**config.mk**
```make
export PLATFORM = sky130hd
export DESIGN_NAME = csd2bin_seq_arb
export DESIGN_NICKNAME = d
export VERILOG_FILES = /design/src/rtl/csd2bin_pkg.sv /design/src/rtl/csd2bin_slice.sv /design/src/rtl/csd2bin_seq_arb.sv
export SDC_FILE = /design/constraint.sdc
export NUM_CORES = 1
export LEC_CHECK = 0
export CAP_MARGIN = 0
export CORE_MARGIN = 5
export CORE_UTILIZATION = 48
export CTS_BUF_LIST = sky130_fd_sc_hd__clkbuf_8
export DETAILED_ROUTE_END_ITERATION = 7
export PLACE_DENSITY = 0.95
export SLEW_MARGIN = 20
export SYNTH_ARGS = -nofsm -noshare
export SYNTH_HDL_FRONTEND = slang
export SYNTH_SLANG_ARGS = --single-unit
```
**constraint.sdc**
```tcl
create_clock -name clk -period 5.21 [get_ports clk]
set_input_delay 1.563 -clock clk [delete_from_list [all_inputs] [get_ports clk]]
set_output_delay 1.563 -clock clk [all_outputs]
set_load 0.01 [all_outputs]
```
**src/rtl/csd2bin_pkg.sv**
```systemverilog
// csd2bin_pkg: shared FSM state type and requester-id width helper for csd2bin_seq_arb
package csd2bin_pkg;
  typedef enum logic [1:0] {ST_IDLE, ST_CONV, ST_DONE} state_t;
  function automatic int id_w(input int n);
    return (n > 1) ? $clog2(n) : 1;
  endfunction
endpackage

```
**src/rtl/csd2bin_slice.sv**
```systemverilog
// csd2bin_slice: combinational D-digit CSD to binary slice, y = x^d + ~x^s + cin rippled per digit
module csd2bin_slice #(
  parameter int D = 8
) (
  input  logic [2*D-1:0] x,
  input  logic           cin,
  output logic [D-1:0]   y,
  output logic           cout
);
  logic [D:0] c;
  always_comb begin
    c = '0;
    y = '0;
    c[0] = cin;
    for (int j = 0; j < D; j++) begin
      y[j] = x[2*j] ^ ~x[2*j+1] ^ c[j];
      c[j+1] = (x[2*j] & ~x[2*j+1]) | (c[j] & (x[2*j] | ~x[2*j+1]));
    end
  end
  assign cout = c[D];
endmodule

```
**src/rtl/csd2bin_seq_arb.sv**
```systemverilog
// csd2bin_seq_arb: round-robin shared digit-serial CSD to two's complement converter; out_ovf exists with CSD2BIN_SEQ_OVF_EN
module csd2bin_seq_arb
  import csd2bin_pkg::*;
#(
  parameter int W = 64,
  parameter int N = 2,
  parameter int D = 8
) (
  input  logic                 clk,
  input  logic                 rst,
  input  logic [N-1:0]         req_valid,
  output logic [N-1:0]         req_ready,
  input  logic [N*2*W-1:0]     req_x,
  output logic                 out_valid,
  input  logic                 out_ready,
  output logic [W-1:0]         out_y,
`ifdef CSD2BIN_SEQ_OVF_EN
  output logic                 out_ovf,
`endif
  output logic [id_w(N)-1:0]   out_id
);
  localparam int IW = id_w(N);
  localparam int S = W / D;
  localparam int CW = (S > 1) ? $clog2(S) : 1;
  state_t         state;
  logic [IW-1:0]  ptr;
  logic [IW-1:0]  gnt;
  logic           found;
  logic           carry;
  logic           cout;
  logic [CW-1:0]  cnt;
  logic [2*W-1:0] op;
  logic [D-1:0]   sy;
  logic [W+D-1:0] cat;
  always_comb begin
    found = 1'b0;
    gnt = '0;
    for (int k = N - 1; k >= 0; k--)
      if (req_valid[(int'(ptr) + k) % N]) begin
        found = 1'b1;
        gnt = IW'((int'(ptr) + k) % N);
      end
  end
  always_comb begin
    req_ready = '0;
    if (state == ST_IDLE && !rst && found) req_ready[gnt] = 1'b1;
  end
  csd2bin_slice #(.D(D)) u_slice (
    .x    (op[2*D-1:0]),
    .cin  (carry),
    .y    (sy),
    .cout (cout)
  );
  // new digits enter out_y from the MSB side so the last slice lands on top
  assign cat = {sy, out_y};
  assign out_valid = state == ST_DONE;
  always_ff @(posedge clk) begin
    if (rst) begin
      state <= ST_IDLE;
      ptr <= '0;
      carry <= 1'b1;
      cnt <= '0;
      op <= '0;
      out_y <= '0;
      out_id <= '0;
`ifdef CSD2BIN_SEQ_OVF_EN
      out_ovf <= 1'b0;
`endif
    end else if (state == ST_IDLE && found) begin
      op <= req_x[2*W*int'(gnt) +: 2*W];
      out_id <= gnt;
      carry <= 1'b1;
      cnt <= '0;
      ptr <= (gnt == IW'(N - 1)) ? '0 : gnt + 1'b1;
      state <= ST_CONV;
    end else if (state == ST_CONV) begin
      op <= op >> (2*D);
      out_y <= cat[W+D-1:D];
      carry <= cout;
      cnt <= cnt + 1'b1;
      if (cnt == CW'(S - 1)) begin
        state <= ST_DONE;
`ifdef CSD2BIN_SEQ_OVF_EN
        out_ovf <= sy[D-1] == cout;
`endif
      end
    end else if (state == ST_DONE && out_ready) begin
      state <= ST_IDLE;
    end
  end
endmodule

```
Yosys cells after proc, flatten, opt, wreduce, memory -nomap -nowiden

Cells that the tools add are included.

Register bits after elaboration: 200
Bits of input ports: 261
Output and inout port bits: 68
Word-level logic and storage cells: 112

$add $sub $neg: 3
$lt $le $gt $ge: 4
Equality and inequality tests: 5
Shifts and indexed selects: 1
Multiplexer cells: 19
Bitwise gates (word level): 58
Reductions and logical operators: 14

Operators by type and width:

| cell                                                  | number |
|---|---|
| 2-to-1 mux 128 bit                                    | 2 |
| variable part select 256 x 9 -> 128 bit               | 1 |
| bitwise AND 1 bit                                     | 16 |
| OR 1 bit                                              | 16 |
| bitwise XOR 1 bit                                     | 16 |
| 2-to-1 mux 1 bit                                      | 12 |
| inverter 1 bit                                        | 9 |
| 2-to-1 mux 2 bit                                      | 4 |
| AND reduction 2 bit                                   | 3 |
| logical AND 1 bit                                     | 5 |
| < comparator 1 x 2 -> 1 bit, second input constant    | 2 |
| nonzero test 2 bit                                    | 2 |
| adder 3 x 1 -> 3 bit, second input constant           | 1 |
| == test 3 bit, second input constant                  | 1 |
| < comparator 2 x 3 -> 1 bit, second input constant    | 1 |
| inequality test 3 x 2 -> 1 bit, second input constant | 1 |
| nonzero test 3 bit                                    | 1 |
| adder 1 bit, second input constant                    | 2 |
| == test 2 x 1 -> 1 bit, second input constant         | 1 |
| == test 2 bit, second input constant                  | 1 |
| logical NOT 2 bit                                     | 1 |
| inequality test 2 x 1 -> 1 bit, second input constant | 1 |
| OR reduction 2 bit                                    | 1 |
| bitwise AND 1 bit, first input constant               | 1 |
| 3 further kinds                                       | 3 |

Longest topological paths before layout

Depth after elaboration: 18
Mapped depth: 10
Mapped depth without buffers: 10

By module

A second synthesis with hierarchy kept.

Cell total of the unflattened synthesis: 1272
Area total of the unflattened synthesis: 10268.6 µm²

Modules (own cells, without submodules):

| module          | times used | cells each | area an instance (µm²) | seq. area each (µm²) |
|---|---|---|---|---|
| csd2bin_seq_arb | 1          | 1246       | 10040.9                | 4003.8 |
| csd2bin_slice   | 1          | 26         | 227.7                  | 0.0 |

Least setup slack after synthesis

OpenSTA, ideal clock, no wires.

Kind: in2out
Start: in req_valid[1]
End: out req_ready[0]
Arrival time: 2.522 ns
Required time: 3.647 ns
Slack: 1.125 ns
Stages: 7
Path buffers: 4
Cell sequence: buf_2 -> a21boi_1 -> buf_2 -> buf_4 -> buf_4 -> nand2_1 -> nor2_1

Cells in the longest elaborated chain, start to end: 10
Elaborated cells on any way between the ends: 16
Those cells by class: order compare (2); mux (12); reduce/logical (2)

Ends and longest elaborated chain:

| what                                                                                                   | RTL line              | RTL |
|---|---|---|
| from (decl)                                                                                            | csd2bin_seq_arb.sv:11 | `input logic [N-1:0] req_valid,` |
| 2-to-1 mux 1 bit (not written as such) (3 in series)                                                   | csd2bin_seq_arb.sv:39 | `if (req_valid[(int'(ptr) + k) % N]) begin` |
| 2-to-1 mux 1 bit (2 in series)                                                                         | csd2bin_seq_arb.sv:39 |  |
| < comparator 1 x 2 -> 1 bit (not written as such) or greater-or-equal comparator 1 bit (tied branches) | csd2bin_seq_arb.sv:46 | `if (state == ST_IDLE && !rst && found) req_ready[gnt] = 1'b1;` |
| logical AND 1 bit (not written as such)                                                                | csd2bin_seq_arb.sv:46 |  |
| 2-to-1 mux 1 bit (not written as such)                                                                 | csd2bin_seq_arb.sv:46 |  |
| demux 1 bit (select 1 bit)                                                                             | csd2bin_seq_arb.sv:46 |  |
| 2-to-1 mux 2 bit (*)                                                                                   | csd2bin_seq_arb.sv:46 |  |
| to (decl)                                                                                              | csd2bin_seq_arb.sv:12 | `output logic [N-1:0] req_ready,` |

Every way passes the cells marked *; elsewhere a longest branch is shown, timed or not. The select of a mux whose other input is x is not followed.

Worst setup path in the final report

Start: in req_valid[0]
End: out req_ready[0]

Same word-level chain as after synthesis.

==> key figures <==
Status
  – Outcome: complete, no violations

Synth
  – Top-area cell type share of the netlist area: 0.3931
  – Net count of the mapped netlist: between 1500 and 2000
  – Synth warnings: 0
  – Gate count after technology mapping: 1254
  – Mapped Avg Cell Area: 8.123 µm²
  – Cell area after synthesis: between 10000 and 15000 µm²
  – Share of synthesized area occupied by flip-flops and latches: 0.3931
  – Post-synthesis register bit count: 200
  – Count of distinct cell types in the synthesized netlist: 32
  – Dominant cell type by area after synthesis: sky130_fd_sc_hd__dfxtp_1
  – Main area contributors after synthesis: sky130_fd_sc_hd__dfxtp_1, sky130_fd_sc_hd__a311oi_1, sky130_fd_sc_hd__a21oi_1, sky130_fd_sc_hd__a211oi_1, sky130_fd_sc_hd__nand4_1

CTS
  – Later-pin clock latency in the skew report: between 0.4 and 0.5 ns
  – Cts hold-fix bufs: 0
  – Number of buffers on the longest clock path: 2
  – Worst-path clk slew: 0.10 ns
  – Clock buffers created by TritonCTS: 17
  – Root Buffer Master: sky130_fd_sc_hd__clkbuf_8
  – Quantity of gates resized following cts: 0
  – CTS sink count: 200
  – TritonCTS clock tree: done
  – Depth of the CTS H-tree: 4
  – Post-CTS repair timing setup buffer count: 0

Power and ir drop
  – Internal power of the cells: around 0.0024 W
  – Power density of the placed cells: 253.5 nW/µm²
  – Lkg Pwr: 4.457 nW
  – IR Drop Worst-Case VDD: 0.1404 mV
  – Portion of total power attributed to sequential cells: 0.496
  – Clock share of power: 0.291
  – Switching power share of the total: 0.3070
  – P_sw: 0.001061 W
  – Share of total power in combinational logic: 0.213

STA
  – Top achievable clock speed: 204.8 MHz
  – Transition time at the pin with the least slew margin: 1.080 ns
  – Ratio of final minimum period to clock period: 0.9371
  – Crit path time final: roughly 5 ns
  – Hold slack final: 0.4617 ns
  – Slew HR: 0.2784
  – Worst clock skew on the final layout: approximately 0.013 ns
  – Unrepaired setup endpoints after global routing: no
  – Number of slew-limit violations in the final report: 0
  – Post-route setup TNS: 0 ns
  – Final setup fails: 0
  – Final hold violations: 0

Die
  – Starting Density: 0.4861
  – Die height: approximately 160 µm
  – Area of the die: 24230 µm²
  – Die boundary width: between 150 and 200 µm
  – Total number of placement rows: 53
  – Boundary pin count: 329
  – Area of the core: 20960 µm²

Layout
  – Share of the core filled with cells: 0.6509
  – Nets@finish: 1717
  – Commonest cells after routing, fill and taps aside: sky130_fd_sc_hd__clkdlybuf4s50_1, sky130_fd_sc_hd__dfxtp_1, sky130_fd_sc_hd__a21oi_1
  – Area growth, synth to finish: 33.90%
  – Final design instance area without fill: 13640 µm²
  – Leading cell type in the layout, fill and taps excluded: sky130_fd_sc_hd__clkdlybuf4s50_1
  – Antenna cells: 0
  – Fraction of final layout cells with drive strength greater than 1: 0.04524

Worst setup path
  – Type of the worst setup path: in2out
  – Critical Path Most Common Cell: sky130_fd_sc_hd__clkdlybuf4s50_1
  – Worst endpoint required time: 3.65 ns
  – Reg2Reg Setup Slack: 1.19 ns
  – Depth of the worst register-to-register path: 10
  – Maximum fanout count along the critical path: 5
  – Critical path endpoint category: output port
  – Arrival @ worst endpoint: 3.32 ns
  – Slowest-stage cell, CP: sky130_fd_sc_hd__clkdlybuf4s50_1
  – RR Endpoint: out_y[63]
  – Combined buffer and inverter count along the critical path: 2
  – Largest delay share family, worst path: buffers and inverters
  – Worst Setup Start Kind: primary input
  – Critical register-to-register path startpoint: carry
  – CP peak stage delay: 0.70 ns
  – Worst path cell trace: clkdlybuf4s50_1 -> a21boi_4 -> nand2_1 -> nor2_1 -> clkdlybuf4s50_1

Placement
  – Number of buffer cells added on primary ports: around 330
  – Placer congestion estimate: roughly 0.9
  – Area of placed instances: approximately 13000 µm²
  – Placed wire-length estimate: between 20000 and 30000 µm

Global routing
  – Overall Global Routing Usage: 0.2903
  – GR peak layer: met2
  – First-pass GRT wire length: 57490 µm
  – Global route overflow: 0
  – Global-route met2 utilization: 0.4606
  – Vias in the first global route: roughly 11000
  – Met3 track demand over resource: 0.04993
  – Met1 Usage GRT: 0.3702
  – Number of antenna violations at the first check in global routing: 0
  – Maximum number of pins on one net before global-route repair: about 220

Detailed routing
  – Wire length after detailed routing: 37390 µm
  – Total via count after detailed routing: 11570
  – 1st-pass router iterations: 6
  – Per-cell routed wire length: 21.56 µm
  – Vias/cell: 6.670
  – Iteration-0 DRC count of the detailed router: 1470
  – ANT nets after route: 0
  – # DRC: 0

Run
  – Max-Cap Viols: 0

Min path
  – Min-Delay Path Depth: 2
  – Min-Delay Startpoint: out_y[6]
  – Worst-case hold path end point: out_y[6]
  – Worst min-delay path category: reg2reg
[cell type report]
cell class	instances	area (µm²)
tap	275	344.1
timing repair buffer	348	3470
multi-input combinational	852	5314
sequential	200	4011
clock buffer	17	234.0
clock inverter	15	162.7
fill	1686	7316
inverter	27	103.9
[metal layers]
layer,vias up,wire (µm)
li1,5219,-
met1,5379,13910
met2,804,17220
met3,163,3723
met4,0,2533
met5,-,0
[synth_stat cells]
cell type,n
sky130_fd_sc_hd__a211o_1,16
sky130_fd_sc_hd__nand2_1,118
sky130_fd_sc_hd__xnor2_1,1
sky130_fd_sc_hd__inv_1,26
sky130_fd_sc_hd__buf_6,2
sky130_fd_sc_hd__fa_1,8
sky130_fd_sc_hd__or2_2,1
sky130_fd_sc_hd__or3_1,1
sky130_fd_sc_hd__o21ai_0,1
sky130_fd_sc_hd__o211ai_1,1
sky130_fd_sc_hd__nor2b_1,1
sky130_fd_sc_hd__a21boi_1,1
sky130_fd_sc_hd__nor2_8,1
sky130_fd_sc_hd__nand3_1,129
sky130_fd_sc_hd__nor2_1,14
sky130_fd_sc_hd__o21ba_2,1
sky130_fd_sc_hd__inv_2,1
sky130_fd_sc_hd__nand4_1,112
sky130_fd_sc_hd__a211oi_1,120
sky130_fd_sc_hd__ha_1,2
sky130_fd_sc_hd__o21a_1,1
sky130_fd_sc_hd__a21oi_1,188
sky130_fd_sc_hd__nor3_2,1
sky130_fd_sc_hd__buf_1,7
sky130_fd_sc_hd__a311oi_1,128
sky130_fd_sc_hd__nand2b_1,3
sky130_fd_sc_hd__buf_4,9
sky130_fd_sc_hd__o2bb2ai_1,2
sky130_fd_sc_hd__buf_2,85
sky130_fd_sc_hd__dfxtp_1,200
sky130_fd_sc_hd__clkbuf_1,72
sky130_fd_sc_hd__o21bai_1,1
[power by group through the flow]
stage               Combinational, W  Sequential, W  Clock (W)
floorplan                   0.000403        0.00172          0
global placement            0.000712        0.00174          0
detailed placement          0.000727        0.00174          0
CTS                         0.000729        0.00171    0.00102
global route                0.000792        0.00173    0.00109
finish                      0.000738        0.00171    0.00100
[logic make-up (layout without fill, tap and decap cells)]
group | count (synthesis) | count (layout) | synth area share
AOI/OAI and AO/OA | 460 | 460 | 0.3108
and+or+nand+nor | 381 | 381 | 0.1874
buffers and inverters | 202 | 407 | 0.08967
xor gates and xnor gates | 1 | 1 | 0.0008600
DFF | 200 | 200 | 0.3931
adders and majority gates | 10 | 10 | 0.01818
[registers in the layout, summed over array words and instances (netlist names)]
name,flops
op,128
out_id,1
cnt,3
state,2
ptr,1
out_y,64
carry,1
[tightest hold or removal path, stage by stage (launching register included)]
cell	delay [ns]
sky130_fd_sc_hd__dfxtp_1	0.32
sky130_fd_sc_hd__nand2_1	0.05
sky130_fd_sc_hd__a21oi_1	0.05
[how the worst max path moves through the flow]
| stage | start | end | slack, ns | cells past startpoint |
|---|---|---|---|---|
| 2_1_floorplan | req_valid[1] | req_ready[0] | 1.13 | 7 |
| 3_3_place_gp | req_valid[0] | req_ready[0] | 0.39 | 5 |
| 3_5_place_dp | req_valid[0] | req_ready[0] | 0.34 | 5 |
| 4_1_cts | req_valid[0] | req_ready[0] | 0.34 | 5 |
| 5_1_grt | req_valid[0] | req_ready[0] | 0.28 | 5 |
| 6_report | req_valid[0] | req_ready[0] | 0.33 | 5 |
[per-stage QoR]
step | cells | setup slack [ns] | power, W
after floorplan | 1254 | 1.125 | 0.002120
after global placement | 1702 | 0.3891 | 0.002453
after detailed placement | 1702 | 0.3404 | 0.002470
after CTS | 1734 | 0.3364 | 0.003457
after global routing | 1734 | 0.2822 | 0.003605
final | 1734 | 0.3276 | 0.003457
No activity file was read; power rests on OpenSTA's default activity.
==> RTL edit 1: new RTL, same flow settings <==
`D` is set to 8 in 2 places; all go to 4.
--- a/src/rtl/csd2bin_slice.sv
+++ b/src/rtl/csd2bin_slice.sv
@@ -2,3 +2,3 @@
 module csd2bin_slice #(
-  parameter int D = 8
+  parameter int D = 4
 ) (
--- a/src/rtl/csd2bin_seq_arb.sv
+++ b/src/rtl/csd2bin_seq_arb.sv
@@ -6,3 +6,3 @@
   parameter int N = 2,
-  parameter int D = 8
+  parameter int D = 4
 ) (
Formal check against the unedited RTL: not equivalent (a bounded check fails within 4 cycles, from zero or initial values and one cycle with rst high).
==> RTL edit 1 against the unedited design <==
  * Clock power up 52%
  * Die area down 0.69%
  * Count of clock-buffer cells in the layout up 32
  * Synthesized cell count up 0.16%
  * Routed wire length up 2.4%
  * Setup slack better by 180 ps
  * Area after synthesis down 0.74%
  * Global-route usage up 0.44 points
  * Cell area up 2.0%
  * Total power up 16%
  * Critical path depth unchanged
  * Via count up 0.67%
  * Sequential cell count up 1
  * Critical endpoint unchanged
  * Largest cell class unchanged
  * Highest routed layer is now met5
==> RTL edit 1: results (changes against the unedited design) <==
outcome: "finished, final reports clean"
multiInputGateArea_sq_um: 5280  # -0.66%
clockBufferDepth: 3  # +1
wl_met1_mm: 14.3  # +2.8%
antenna_found_initial: 3  # +3
min_period_over_period_pct: 90.3  # -3.4 points
grt_pass1_vias: 11000  # +0.98%
cellPowerDensity_nw_per_um2: 288  # +14%
met3_length_mm: 3.93  # +5.7%
cts-htree-levels: 2  # -2
track_usage_pct: 29.5  # +0.44 points
firstDrtPassIters: 8  # +2
seq_share_pct: 29.0  # -0.42 points
ys_seq_area_share_pct: 39.8  # +0.49 points
use_met2_pct: 47.1  # +1.1 points
syn_avg_cell_area_sq_um: 8.05  # -0.90%
r2r_cells: 5  # -5
top_layer_used: "met5"
placedCellCount: 1701  # -0.059%
pwr-share-comb_pct: 19.1  # -2.2 points
path_clk_slew_ps: 60  # -40 ps
max_stage_delay_ps: 580  # -120 ps
grt.met3_usage_pct: 6.20  # +1.2 points
grtUsageMet1_pct: 37.4  # +0.39 points
cts_buffers: 34  # +17
inverters: 13  # -52%
clock_area_share_pct: 5.32  # +2.4 points
hold_path_end: "out_y[0]"
fin_cells: 1761  # +1.6%
dpl_cell_area_sq_um: 13200  # -0.61%
r2r-start: "state[1]"
gp_congestion: 0.903  # +0.47%
yosys-top-cells-count: "dfxtp_1, a21oi_1, nand3_1"
vias_per_cell: 6.61  # -0.88%
comb.multi_input.count: 864  # +1.4%
numClockSinks: 201  # +0.50%
wl_mm: 38.3  # +2.4%
multi_input_area_share_pct: 38.0  # -1.0 points
fin_skew_ps: 12.3  # -0.283 ps
worstReg2RegEnd: "op[13]"
grt_max_degree: 109  # -51%
clockPowerShare_pct: 38.0  # +8.9 points
syn_inst: 1256  # +0.16%
RTL edit 1: cell count changes in the layout (fill, tap and decap cells not counted), moves of 4 or more:
cell,before,now
a211o_1,16,3
a211oi_1,120,124
clkbuf_8,17,49
fa_1,8,4
inv_1,26,20
inv_6,5,0
nand2_1,118,126
nand4_1,112,122
nor2_1,14,10
RTL edit 1: kinds of logic (layout without fill, tap and decap cells):
logic type / count (synthesis) / after routing / synth area share, %
AO/OA/AOI/OAI: 459 / 459 / 31.0
AND/OR/NAND/NOR: 398 / 398 / 19.8
flip-flops: 201 / 201 / 39.8
buffers and inverters: 191 / 420 / 8.34
adder cells (fa/ha/maj): 5 / 5 / 0.916
XOR/XNOR: 2 / 2 / 0.173
other: 0 / 1 / 0
RTL edit 1: critical path, delay by kind of cell:
kind	cells	cell delay, ps
and+or+nand+nor	2	280
AOI/OAI and AO/OA	1	200
buffers and inverters	2	1090
==> RTL edit 2: new RTL, config.mk and constraints unchanged <==
Without the edit above. The 3 states of `state_t` get a one-hot encoding in 3 bits.
--- a/src/rtl/csd2bin_pkg.sv
+++ b/src/rtl/csd2bin_pkg.sv
@@ -2,3 +2,3 @@
 package csd2bin_pkg;
-  typedef enum logic [1:0] {ST_IDLE, ST_CONV, ST_DONE} state_t;
+  typedef enum logic [2:0] {ST_IDLE = 3'b001, ST_CONV = 3'b010, ST_DONE = 3'b100} state_t;
   function automatic int id_w(input int n);
Behaviour: no difference found for any inputs over 4 cycles, from zero or initial values and one cycle with rst high; so few cycles prove little.
==> RTL edit 2 against the unedited design <==
  * Count of clock-buffer cells in the layout is 26 higher
  * Die area down 14%
  * Routed wire length shrank 23%
  * Sequential cell count rose by 1
  * Total power increased by 19%
  * Maximum frequency up 0.76%
  * Clock skew is 0.83 ps lower
  * Area after synthesis is 15% lower
  * Hold slack got worse by 6.0 ps
  * Setup slack improved by 37 ps
  * Global-route usage shrank 3.1 points
  * Cell area decreased by 7.4%
  * Critical path depth unchanged
  * First-iteration DRC count decreased by 58%
==> RTL edit 2: results (changes against the unedited design) <==
outcome: "finished, final reports clean"
clockBufferDepth: 3  # +1
grt_max_degree: 136  # -39%
synthXorXnorAreaFrac_pct: 0.101  # +0.015 points
use_met2_pct: 43.4  # -2.6 points
grt.met3_usage_pct: 6.51  # +1.5 points
hold_slack_ps: 456  # -6.01 ps
peakVddDrop_mv: 0.263  # +88%
yosys-top-cells-count: "a21oi_1, dfxtp_1, nand2_1"
hpwl_mm: 20.4  # -19%
min-delay-start: "out_y[0]"
grt_pass1_wl_mm: 43.1  # -25%
syn_nets: 1206  # -21%
vias_per_cell: 5.81  # -13%
cts_buffers: 34  # +17
track_usage_pct: 26.0  # -3.1 points
seqPwrFrac_pct: 45.2  # -4.4 points
powerClk_mw: 1.42  # +42%
placedCellCount: 1410  # -17%
crit_fanout: 3  # -2
fin_cells: 1469  # -15%
syn_avg_cell_area_sq_um: 9.25  # +14%
fin_skew_ps: 11.7  # -0.833 ps
wl_met1_mm: 10.9  # -21%
grtUsageMet1_pct: 31.5  # -5.5 points
clk_latency_ps: 500  # +40 ps
firstDrtPassIters: 5  # -1
fill_cells: 1282  # -24%
synth_cell_types: 30  # -6.3%
worstMarginPinSlew_ps: 1110  # +30.8 ps
reg_top3: "op x128, out_y x64"
RTL edit 2: cell types whose count changed after synthesis, moves of 16 or more:
cell / change
o21ai_0: +16
mux2i_1: +114
clkbuf_1: -19
a211o_1: -16
nand3_1: -129
o221ai_1: +111
a211oi_1: -111
buf_2: -60
nand4_1: -112
a311oi_1: -128
RTL edit 2: area by class of cell:
type | count | share of cell area [%]
clock buffers | 43 | 4.69
clock inverters | 16 | 0.822
inverters | 12 | 0.367
multi-input cells | 629 | 33.2
flip-flops and latches | 201 | 31.9
well taps | 229 | 2.27
repair buffers | 339 | 26.8
RTL edit 2: worst max-delay path by stage:
stage | from | slack [ps] | cells after the start | end
floorplan | req_valid[0] | 1040 | 6 | req_ready[0]
global placement | req_valid[1] | 410 | 5 | req_ready[1]
detailed placement | req_valid[1] | 360 | 5 | req_ready[1]
CTS | req_valid[1] | 360 | 5 | req_ready[1]
global route | req_valid[1] | 260 | 5 | req_ready[1]
finish | req_valid[1] | 360 | 5 | req_ready[1]
